File: config.mk
export PLATFORM = sky130hd
export DESIGN_NAME = slt_share_arbiter
export DESIGN_NICKNAME = d
export VERILOG_FILES = /design/src/rtl/slt_share_arbiter.sv
export SDC_FILE = /design/constraint.sdc
export NUM_CORES = 1
export LEC_CHECK = 0
export BUFFER_PORTS_ARGS = -buffer_cell sky130_fd_sc_hd__clkbuf_2
export CORE_MARGIN = 10
export CORE_UTILIZATION = 39
export DETAILED_ROUTE_END_ITERATION = 7
export PLACE_DENSITY = 0.81
export SLEW_MARGIN = 5
export SYNTH_ARGS = -nofsm -noshare
export SYNTH_HDL_FRONTEND = slang
export SYNTH_SLANG_ARGS = --single-unit
File: constraint.sdc
create_clock -name clk -period 2.1 [get_ports clk]
set_input_delay 0.105 -clock clk [delete_from_list [all_inputs] [get_ports clk]]
set_output_delay 0.105 -clock clk [all_outputs]
set_load 0.05 [all_outputs]
File: src/rtl/slt_share_arbiter.sv
`timescale 1ns/1ps
`default_nettype none
// ============================================================================
// Module   : slt_share_arbiter
// Brief    : One RV32I SLT/SLTU comparator shared by two requesters, round-robin
// Revision : 1.0 - initial release
// ============================================================================
module slt_share_arbiter (
  input  logic        clk,
  input  logic        rst,
  input  logic        req0_valid,
  output logic        req0_ready,
  input  logic [31:0] req0_in1,
  input  logic [31:0] req0_in2,
  input  logic [2:0]  req0_type,
  input  logic        req1_valid,
  output logic        req1_ready,
  input  logic [31:0] req1_in1,
  input  logic [31:0] req1_in2,
  input  logic [2:0]  req1_type,
  output logic        resp0_valid,
  input  logic        resp0_ready,
  output logic [31:0] resp0_data,
  output logic        resp1_valid,
  input  logic        resp1_ready,
  output logic [31:0] resp1_data
);

  typedef enum logic [0:0] {
    ST_IDLE = 1'b0,
    ST_RESP = 1'b1
  } state_t;

  state_t state_q, state_d;
  logic   last_grant_q, last_grant_d;
  logic   owner_q, owner_d;
  logic   result_q, result_d;
  logic   grant0, grant1;
  logic   owner_ack;

  function automatic logic slt_bit(input logic [31:0] a, input logic [31:0] b,
                                   input logic [2:0] t);
    case (t)
      3'b000:  slt_bit = $signed(a) < $signed(b);
      3'b001:  slt_bit = a < b;
      default: slt_bit = 1'b0;
    endcase
  endfunction

  // A lone requester always wins; on a tie the one not served last wins.
  always_comb begin
    grant0     = req0_valid && (!req1_valid || last_grant_q);
    grant1     = req1_valid && (!req0_valid || !last_grant_q);
    req0_ready = !rst && (state_q == ST_IDLE) && grant0;
    req1_ready = !rst && (state_q == ST_IDLE) && grant1;
    owner_ack  = owner_q ? resp1_ready : resp0_ready;
  end

  always_comb begin
    state_d      = state_q;
    last_grant_d = last_grant_q;
    owner_d      = owner_q;
    result_d     = result_q;
    case (state_q)
      ST_IDLE: begin
        if (req0_ready) begin
          state_d      = ST_RESP;
          owner_d      = 1'b0;
          last_grant_d = 1'b0;
          result_d     = slt_bit(req0_in1, req0_in2, req0_type);
        end else if (req1_ready) begin
          state_d      = ST_RESP;
          owner_d      = 1'b1;
          last_grant_d = 1'b1;
          result_d     = slt_bit(req1_in1, req1_in2, req1_type);
        end
      end
      ST_RESP: begin
        // Release takes a full cycle; no new grant in the same cycle.
        if (owner_ack) state_d = ST_IDLE;
      end
    endcase
  end

  always_ff @(posedge clk or posedge rst) begin
    if (rst) begin
      state_q      <= ST_IDLE;
      last_grant_q <= 1'b1;
      owner_q      <= 1'b0;
      result_q     <= 1'b0;
    end else begin
      state_q      <= state_d;
      last_grant_q <= last_grant_d;
      owner_q      <= owner_d;
      result_q     <= result_d;
    end
  end

  // Responses depend on flops only, so async reset clears them immediately.
  assign resp0_valid = (state_q == ST_RESP) && !owner_q;
  assign resp1_valid = (state_q == ST_RESP) && owner_q;
  assign resp0_data  = {31'b0, resp0_valid & result_q};
  assign resp1_data  = {31'b0, resp1_valid & result_q};

endmodule
`default_nettype wire
==> impl_metrics.toml <==
[place]
dpl.hpwl_mm = 6.71
portBuffers = 145
dpl.cell_count = 539
pre_cts_ws_ns = 0.00943
gp_congestion = 0.882

[hold_path]
min_from = "resp1_ready"
whs_path_depth = 3
min_to = "state_q$_DFF_PP0_"
min-delay-path-class = "primary input to flop"

[synthesis]
muxShareOfSynthArea = 0.00918
synthSimpleGateAreaFrac = 0.132
netlist_area_um2 = 2320
async_flop_share = 1.00
yosysSeqAreaShare = 0.0438
synthCells = 319
yosysMostFrequentCell = "inv_1"
synth.top_cell.area_share = 0.335
syn_avg_cell_area_um2 = 7.26
synth_fa_ha_area_frac = 0.335
yosysWarnings = 0
synth_ff_type = "dfrtp_1"
yosys.cell_types.count = 37
synth_xor_area_frac = 0
synth_compound_area_frac = 0.164
yosys.area.top_type = "ha_1"
synth_edf_count = 0
synth_area_leaders = "ha_1 (33%), buf_4 (20%), inv_1 (11%), a21oi_1 (4.8%), dfrtp_1 (3.2%)"
synth_top_family_by_area = "adder cells"
synth_commonest_cells = "inv_1 (70), buf_4 (62), ha_1 (62)"
ys_ff_latch = 4

[setup_path]
critical_path.max_fanout = 3
r2r_start = "last_grant_q$_DFFE_PP1P_"
worstPathArrival_ns = 1.97
critical_path.cell_chain = "clkbuf_2, inv_1, ha_1, nand4_1, nor4_1, a221oi_1, a31oi_1, a311o_1, nand4_1, a31oi_1"
reg2reg_depth = 8
crit_type = "primary input to flop"
worstReg2RegEnd = "result_q$_DFFE_PP0P_"
cpPeakStageDelay_ns = 0.44
required_ns = 2.23
crit_start = "req1_in2[28]"
end_kind = "flop"
cpMaxStageDelayCell = "nor4_1"
cp-start-kind = "primary input"
r2r_slack_ns = 0.35

[layout]
drive_gt1_frac = 0.335
syn_to_final_growth_pct = 27.9
instances_no_fill = 544
final-seq-area_um2 = 101
nets = 672
antenna_cells = 0
multi_input_area_um2 = 1720
nFillCells = 590

[job]
cap_violations = 0

[power_and_ir_drop]
clock_power_share = 0.139
ir_worst_vdd_uv = 270
p_leak_nw = 1.97
seq_power_share = 0.126
p_switching_w = 0.000697
p_comb_frac = 0.735
switching_share = 0.560
powerDensity_nw_per_um2 = 420
internal-power_w = 0.000547

[die]
die_h_um = 97.1
start_util = 0.396
die_w_um = 97.1
dieArea_um2 = 9420
core_area_um2 = 5850
io_pins = 208
num_rows = 28

[global_routing]
antenna_found_initial = 0
grt_max_degree = 7
track_usage = 0.136
gr-total-overflow = 0
grt_pass1_vias = 2560
grt_pass1_wl_mm = 11.2

[clock_network]
cts_root_buf = "clkbuf_8"
cts_buffers = 3
clock-sinks = 4
htree_levels = 1
cts_tree = "done"
clockBufferDepth = 2
clk_latency_ns = 0.22
post_cts_buffers = 0
path_clk_slew_ns = 0.04

[route]
drtPass1Iterations = 4
wl_per_cell_um = 12.8
dr_total_vias = 2379
vias_per_cell = 4.37
ant_nets = 0
drt_first_iter_violations = 21
drc = 0
postRouteWirelength_mm = 6.99

[sta]
skew_ns = 0.00876
finalCriticalPeriod_ns = 1.84
setup-violations-final = 0
hold_viol_final = 0
finalCritPeriodShare = 0.878
hold_ws_ns = 0.164
setup-tns-final_ns = 0
rsz0062_at_grt = "no"
max_freq_mhz = 542
worst_slack_ns = 0.255
slew_violations = 0

[status]
status = "complete, no violations"
## routing by layer
| metal | GRT usage | routed length (um) |
|---|---|---|
| met3 | 0.0491 | 724 |
| met5 | 0 | 0 |
| met2 | 0.264 | 3630 |
| met1 | 0.133 | 2550 |
| met4 | 0.0284 | 87 |
## critical path: cells and delay by family
family | cells | cell delay (ns)
buffers and inverters | 2 | 0.10
and+or+nand+nor | 3 | 0.70
AOI/OAI and AO/OA | 4 | 0.75
adders and majority gates | 1 | 0.30
## flip-flops by register name, indices dropped and copies added (netlist names)
register	flops
last_grant_q	1
owner_q	1
result_q	1
state_q	1
## stage by stage
step | utilization | instance area, um^2 | power, W
floorplan | - | 2540 | 0.000903
global placement | 0.497 | 2910 | 0.00104
detailed placement | 0.497 | 2910 | 0.00107
CTS | 0.506 | 2960 | 0.00125
global route | 0.506 | 2960 | 0.00135
finish | 0.506 | 2960 | 0.00124
## cell usage in the layout, fill, tap and decap left out, types with 2 or more instances in the layout
cell type,instances
and2_1,2
nand2b_1,2
or2_2,2
dfrtp_1,3
nor2_1,14
nand3b_1,2
o211ai_1,2
a211oi_1,2
nor2b_1,2
nand2_1,19
ha_1,62
a21oi_1,22
clkbuf_8,3
a21o_1,5
nor3_1,3
nand4_1,9
clkbuf_2,145
conb_1,62
a31oi_1,2
o21ai_0,11
a2111oi_0,3
nand3_1,4
inv_1,70
## layout make-up
cell class                      count  share of cell area
Tap cell                           75              0.0317
Inverter                           70              0.0887
Timing Repair Buffer              147               0.251
Multi-Input combinational cell    244               0.579
Sequential cell                     4              0.0342
Clock buffer                        4              0.0152
## power by group through the flow
stage / Sequential, W / Clock [W] / Combinational (W)
6_report: 0.000156 / 0.000174 / 0.000914
3_3_place_gp: 0.000154 / 0 / 0.000887
2_1_floorplan: 0.000145 / 0 / 0.000758
3_5_place_dp: 0.000157 / 0 / 0.000908
4_1_cts: 0.000156 / 0.000176 / 0.000915
5_1_grt: 0.000164 / 0.000184 / 0.00100
## logic make-up after synthesis
logic type | Yosys count
flip-flops | 4
multiplexers | 2
adder cells (fa/ha/maj) | 62
buffers and inverters | 132
AO/OA/AOI/OAI | 56
other | 1
AND/OR/NAND/NOR | 62
## worst max path at each step
stage	to	cells past startpoint
CTS	result_q$_DFFE_PP0P_	10
finish	result_q$_DFFE_PP0P_	10
detailed placement	result_q$_DFFE_PP0P_	10
global route	result_q$_DFFE_PP0P_	10
floorplan	result_q$_DFFE_PP0P_	8
global placement	result_q$_DFFE_PP0P_	10
## timing repair
item                      CTS  global route
resized for setup           0             0
hold buffers                1             0
hold endpoints to repair    4             0
Power figures use the tool's default switching activity.
